**src/rtl/bus_arbiter_pkg.sv**
```systemverilog
// Shared definitions for the fetch/data bus arbiter: bus widths, FSM state
// encoding and the last-grant marker.
package bus_arbiter_pkg;

  localparam int unsigned DATA_W = 32;
  localparam int unsigned ADDR_W = 32;
  localparam int unsigned SEL_W  = DATA_W / 8;

  typedef enum logic [1:0] {
    ArbIdle  = 2'd0,
    ArbBusyI = 2'd1,
    ArbBusyD = 2'd2
  } arb_state_t;

  typedef enum logic {
    GrantI = 1'b0,
    GrantD = 1'b1
  } grant_t;

endpackage

```
**src/rtl/bus_arbiter.sv**
```systemverilog
// Two-port (fetch/data) arbiter in front of a single-port memory with
// alternating priority on contention and a per-transaction timeout.
module bus_arbiter
  import bus_arbiter_pkg::*;
#(
  parameter int unsigned TIMEOUT_CYC = 16
) (
  input  logic              clk,
  input  logic              rst,
  input  logic              i_req,
  input  logic [ADDR_W-1:0] i_addr,
  output logic [DATA_W-1:0] i_rdata,
  output logic              i_ack,
  output logic              i_err,
  input  logic              d_req,
  input  logic              d_we,
  input  logic [SEL_W-1:0]  d_sel,
  input  logic [ADDR_W-1:0] d_addr,
  input  logic [DATA_W-1:0] d_wdata,
  output logic [DATA_W-1:0] d_rdata,
  output logic              d_ack,
  output logic              d_err,
  output logic              s_req,
  output logic              s_we,
  output logic [SEL_W-1:0]  s_sel,
  output logic [ADDR_W-1:0] s_addr,
  output logic [DATA_W-1:0] s_wdata,
  input  logic [DATA_W-1:0] s_rdata,
  input  logic              s_ack,
  output logic              stallreq
);

  localparam logic [7:0] TO_LAST = 8'(TIMEOUT_CYC - 1);

  arb_state_t state, state_next;
  grant_t     last_grant;
  logic [7:0] to_cnt;
  logic       i_pend, d_pend;
  logic       grant_i, grant_d;
  logic       done, expire;

  // A port is masked during its own ack cycle.
  assign i_pend   = i_req & ~i_ack;
  assign d_pend   = d_req & ~d_ack;
  assign stallreq = i_pend | d_pend;
  assign s_req    = (state != ArbIdle);

  always_comb begin
    state_next = state;
    grant_i    = 1'b0;
    grant_d    = 1'b0;
    done       = 1'b0;
    expire     = 1'b0;
    unique case (state)
      ArbIdle: begin
        if (i_pend && d_pend) begin
          grant_d = (last_grant == GrantI);
          grant_i = (last_grant == GrantD);
        end else begin
          grant_i = i_pend;
          grant_d = d_pend;
        end
        if (grant_i)      state_next = ArbBusyI;
        else if (grant_d) state_next = ArbBusyD;
      end
      ArbBusyI, ArbBusyD: begin
        if (s_ack) begin
          done       = 1'b1;
          state_next = ArbIdle;
        end else if (to_cnt == TO_LAST) begin
          expire     = 1'b1;
          state_next = ArbIdle;
        end
      end
      default: state_next = ArbIdle;
    endcase
  end

  always_ff @(posedge clk) begin
    if (rst) begin
      state      <= ArbIdle;
      last_grant <= GrantI;
      to_cnt     <= '0;
      s_we       <= 1'b0;
      s_sel      <= '0;
      s_addr     <= '0;
      s_wdata    <= '0;
      i_ack      <= 1'b0;
      i_err      <= 1'b0;
      i_rdata    <= '0;
      d_ack      <= 1'b0;
      d_err      <= 1'b0;
      d_rdata    <= '0;
    end else begin
      state <= state_next;
      i_ack <= 1'b0;
      i_err <= 1'b0;
      d_ack <= 1'b0;
      d_err <= 1'b0;

      if (grant_i) begin
        s_we    <= 1'b0;
        s_sel   <= '1;
        s_addr  <= i_addr;
        s_wdata <= '0;
      end
      if (grant_d) begin
        s_we    <= d_we;
        s_sel   <= d_sel;
        s_addr  <= d_addr;
        s_wdata <= d_wdata;
      end

      if (grant_i || grant_d)
        to_cnt <= '0;
      else if (state != ArbIdle && !done && !expire)
        to_cnt <= to_cnt + 8'd1;

      // Completion and timeout share one path; expire implies no s_ack.
      if (done || expire) begin
        if (state == ArbBusyI) begin
          i_ack      <= 1'b1;
          i_err      <= expire;
          i_rdata    <= expire ? '0 : s_rdata;
          last_grant <= GrantI;
        end else begin
          d_ack      <= 1'b1;
          d_err      <= expire;
          d_rdata    <= expire ? '0 : s_rdata;
          last_grant <= GrantD;
        end
      end
    end
  end

endmodule
```
**config.mk**
```make
export PLATFORM = sky130hd
export DESIGN_NAME = bus_arbiter
export DESIGN_NICKNAME = d
export VERILOG_FILES = /design/src/rtl/bus_arbiter_pkg.sv /design/src/rtl/bus_arbiter.sv
export SDC_FILE = /design/constraint.sdc
export NUM_CORES = 1
export LEC_CHECK = 0
export CAP_MARGIN = 20
export CORE_ASPECT_RATIO = 0.7
export CORE_MARGIN = 1.5
export CORE_UTILIZATION = 30
export DETAILED_ROUTE_END_ITERATION = 12
export HOLD_SLACK_MARGIN = 0.03
export PLACE_DENSITY_LB_ADDON = 0.25
export SKIP_CTS_REPAIR_TIMING = 1
export SYNTH_ARGS = -nofsm -noshare
export SYNTH_HDL_FRONTEND = slang
export SYNTH_SLANG_ARGS = --single-unit
```
**constraint.sdc**
```tcl
create_clock -name clk -period 2.8 [get_ports clk]
set_input_delay 0.84 -clock clk [delete_from_list [all_inputs] [get_ports clk]]
set_output_delay 0.84 -clock clk [all_outputs]
set_load 0.005 [all_outputs]
```
==> metrics.txt <==
# TYPE chip_impl_metric gauge
chip_impl_metric{name="final.min_clock_period",unit="ns"} 2.731
chip_impl_info{name="worst_path_max_delay_cell",value="clkdlybuf4s50_1"} 1
chip_impl_metric{name="rows",unit=""} 42
chip_impl_metric{name="worst_ep_required_time",unit="ns"} 1.96
chip_impl_metric{name="via_count",unit=""} 5474
chip_impl_metric{name="report.final.slew_viol_count",unit=""} 0
chip_impl_metric{name="finish.instance_area",unit="µm²"} 9465
chip_impl_metric{name="final_cells",unit=""} 1077
chip_impl_info{name="grt_setup_unrepaired",value="no"} 1
chip_impl_metric{name="grt.overflow.total",unit=""} 0
chip_impl_metric{name="cts-buffers-inserted",unit=""} 17
chip_impl_metric{name="synth_enable_flop_cells",unit=""} 0
chip_impl_metric{name="critical_path_peak_fanout",unit=""} 2
chip_impl_metric{name="wl_per_cell",unit="µm"} 16.85
chip_impl_metric{name="count_of_endpoints_failing_hold_in_the_final_timing_report",unit=""} 0
chip_impl_metric{name="ys.warnings.count",unit=""} 0
chip_impl_metric{name="yosysSeqAreaShare",unit=""} 0.5040
chip_impl_info{name="worstHoldEndpoint",value="i_rdata[3]"} 1
chip_impl_metric{name="maxCapViolCount",unit=""} 0
chip_impl_metric{name="min_path_cells",unit=""} 1
chip_impl_metric{name="port_buffers",unit=""} 276
chip_impl_info{name="most_common_cell_after_layout_fill_and_taps_aside",value="clkdlybuf4s50_1"} 1
chip_impl_metric{name="leakagePower",unit="nW"} 3.416
chip_impl_metric{name="yosysUniqueCellTypes",unit=""} 44
chip_impl_info{name="layout.cells.most_common_list",value="274 x clkdlybuf4s50_1, 148 x dfxtp_1, 64 x a31oi_1"} 1
chip_impl_metric{name="maxClockFrequency",unit="MHz"} 366.2
chip_impl_metric{name="cts.reportedPaths.clkPinSlew",unit="ns"} 0.06
chip_impl_metric{name="fp.coreArea",unit="µm²"} 19020
chip_impl_metric{name="critical_path_arrival",unit="ns"} 1.89
chip_impl_info{name="setup.worst_path.start_class",value="input port"} 1
chip_impl_info{name="crit-reg2reg-launch",value="to_cnt[0]"} 1
chip_impl_info{name="worstSetupPathType",value="in2out"} 1
chip_impl_info{name="ctsRootBufferMaster",value="clkbuf_16"} 1
chip_impl_metric{name="path_buf_inv",unit=""} 2
chip_impl_metric{name="chipHeight",unit="µm"} 120.1
chip_impl_metric{name="pin_count_of_the_biggest_net_entering_global_routing",unit=""} 71
chip_impl_metric{name="slew_headroom",unit=""} 0.3559
chip_impl_info{name="r2r-end",value="i_rdata[23]"} 1
chip_impl_metric{name="worstRegToRegCells",unit=""} 5
chip_impl_metric{name="layout_worst_path_cycle_share",unit=""} 0.9752
chip_impl_metric{name="power_density",unit="nW/µm²"} 663.1
chip_impl_metric{name="cp_slowest_stage_delay",unit="ns"} 0.41
chip_impl_metric{name="drt-vias-per-instance",unit=""} 5.083
chip_impl_metric{name="vdd_drop_max",unit="µV"} 301.0
chip_impl_metric{name="place.detailed.instances",unit=""} 1045
chip_impl_metric{name="die_area",unit="µm²"} 20460
chip_impl_info{name="cts_tree",value="yes"} 1
chip_impl_info{name="global_route.peak_usage_layer",value="met2"} 1
chip_impl_metric{name="worstSetupPathDepth",unit=""} 4
chip_impl_metric{name="syn2layout_area_growth",unit="%"} 61.03
chip_impl_info{name="top_cell_family_by_delay_on_the_critical_path",value="buffers and inverters"} 1
chip_impl_metric{name="synth_cells",unit=""} 548
chip_impl_info{name="worst_setup_path_end_kind",value="output port"} 1
chip_impl_metric{name="grt_pass1_wl",unit="mm"} 28.65
chip_impl_metric{name="tightest_slew",unit="ns"} 0.9661
chip_impl_metric{name="ant_nets",unit=""} 0
chip_impl_metric{name="first_iter_violations",unit=""} 237
chip_impl_metric{name="share_of_synthesized_registers_carrying_an_async_set_or_reset",unit=""} 0
chip_impl_metric{name="drive_above_1_share",unit=""} 0.1156
chip_impl_metric{name="gr-usage-met3",unit=""} 0.05343
chip_impl_metric{name="grt_pass1_vias",unit=""} 5482
chip_impl_metric{name="placedInstanceArea",unit="µm²"} 8862
chip_impl_metric{name="hpwl_after_detailed_placement",unit="mm"} 12.68
chip_impl_metric{name="initial_antenna_violation_count",unit=""} 0
chip_impl_metric{name="mappedNetlistArea",unit="µm²"} 5878
chip_impl_metric{name="report.final.setup_viol",unit=""} 0
chip_impl_metric{name="synth_area_per_cell",unit="µm²"} 10.73
chip_impl_metric{name="synth_fp_nets",unit=""} 689
chip_impl_metric{name="finalCoreUtilization",unit=""} 0.4976
chip_impl_metric{name="drc_violation_count_after_routing",unit=""} 0
chip_impl_metric{name="synth_seq_cells",unit=""} 148
chip_impl_metric{name="fin_nets",unit=""} 941
chip_impl_metric{name="clkSinkCount",unit=""} 148
chip_impl_metric{name="chipWidth",unit="µm"} 170.3
chip_impl_metric{name="grt_use_met2",unit=""} 0.2779
chip_impl_metric{name="diodes",unit=""} 0
chip_impl_info{name="crit_chain",value="clkdlybuf4s50_1 > nor2b_1 > or2_2 > dlymetal6s2s_1"} 1
chip_impl_metric{name="drtPass1Iterations",unit=""} 5
chip_impl_metric{name="fin_skew",unit="ns"} 0.01084
chip_impl_metric{name="cts_htree_levels",unit=""} 4
chip_impl_metric{name="clkLatencyLatePin",unit="ns"} 0.42
chip_impl_info{name="status",value="finished clean"} 1
chip_impl_metric{name="timing.reg2reg.setup_slack",unit="ns"} 0.44
chip_impl_info{name="worst_hold_path_type",value="reg2reg"} 1
chip_impl_info{name="min-delay-start",value="i_rdata[3]"} 1
chip_impl_metric{name="power",unit="W"} 0.006276
chip_impl_metric{name="top_level_ports",unit=""} 277
chip_impl_metric{name="gp_congestion",unit=""} 0.7200
chip_impl_metric{name="grt_util_all_layers",unit=""} 0.1767
chip_impl_metric{name="grt_util_met1",unit=""} 0.2294
chip_impl_metric{name="initial_utilization",unit=""} 0.3090
chip_impl_info{name="postSynth.topFlopCell",value="dfxtp_1"} 1
chip_impl_metric{name="max-clock-path-buffers",unit=""} 2
chip_impl_metric{name="totalWireLength",unit="mm"} 18.15
-- cell type report --
cell class / count / area (µm²)
Clock buffer: 17 / 425.4
Clock inverter: 15 / 172.7
Fill cell: 1735 / 9558
Inverter: 5 / 18.77
Multi-Input combinational cell: 334 / 2603
Sequential cell: 148 / 2963
Tap cell: 264 / 330.3
Timing Repair Buffer: 294 / 2953
-- flip-flops by register name, indices dropped and copies added, names as in the netlist, 2 cells and up --
register and cells:
d_rdata 32, i_rdata 32, s_addr 32, s_wdata 32, to_cnt 8, s_sel 4
state 2
-- routing by layer --
metal,vias to the layer above,part of all wire
li1,2636,-
met3,18,0.067
met2,185,0.46
met1,2635,0.46
met4,0,0.016
met5,-,0
-- worst max-delay path by stage --
stage          start          end  slack [ns]
6_report       i_req     stallreq        0.07
3_3_place_gp   d_req     stallreq       -0.33
5_1_grt        i_req     stallreq        0.04
3_5_place_dp   d_req     stallreq       -0.32
4_1_cts        d_req     stallreq       -0.32
2_1_floorplan  d_req  s_wdata[10]        0.67
-- synth_stat cells (2+ instances only) --
master,number,share of area
nand2_1,6,0.0038
buf_12,4,0.014
clkbuf_1,46,0.029
o22ai_1,5,0.0053
a22o_1,33,0.049
a32o_1,34,0.058
buf_1,3,0.0019
a211oi_2,30,0.064
o21ai_0,35,0.030
inv_1,5,0.0032
ha_1,3,0.0064
and3_1,2,0.0021
a31oi_1,64,0.068
nor2_1,12,0.0077
buf_6,3,0.0057
buf_2,5,0.0043
dfxtp_1,148,0.50
a21oi_1,36,0.031
xor2_1,4,0.0060
or3_1,4,0.0043
a211oi_1,3,0.0038
nand3_1,6,0.0051
mux2i_1,35,0.060
nor2b_1,2,0.0021
-- metrics by stage --
stage / TNS, ns / worst slack (ns) / hold WS [ns]
after floorplan: 0 / 0.6741 / 0.4637
after global placement: -8.628 / -0.3326 / 0.4490
after detailed placement: -0.3155 / -0.3155 / 0.4584
after CTS: -0.3162 / -0.3162 / 0.4735
after global routing: 0 / 0.04265 / 0.4815
final: 0 / 0.06942 / 0.4703
-- cell families after synthesis --
family,share of synthesized area
compound gates,0.3197
xor+xnor,0.005959
fa+ha+maj,0.006386
buf+inv,0.05811
flops,0.5040
mux,0.05960
simple gates,0.04619
-- report_power, final --
part	total [W]	leakage [nW]	switching [W]	internal (W)
sequential	0.00241	1.21	0.000104	0.00231
combinational	0.00155	1.93	0.000739	0.000810
clock	0.00232	0.282	0.000981	0.00134
Power figures use the tool's default switching activity.
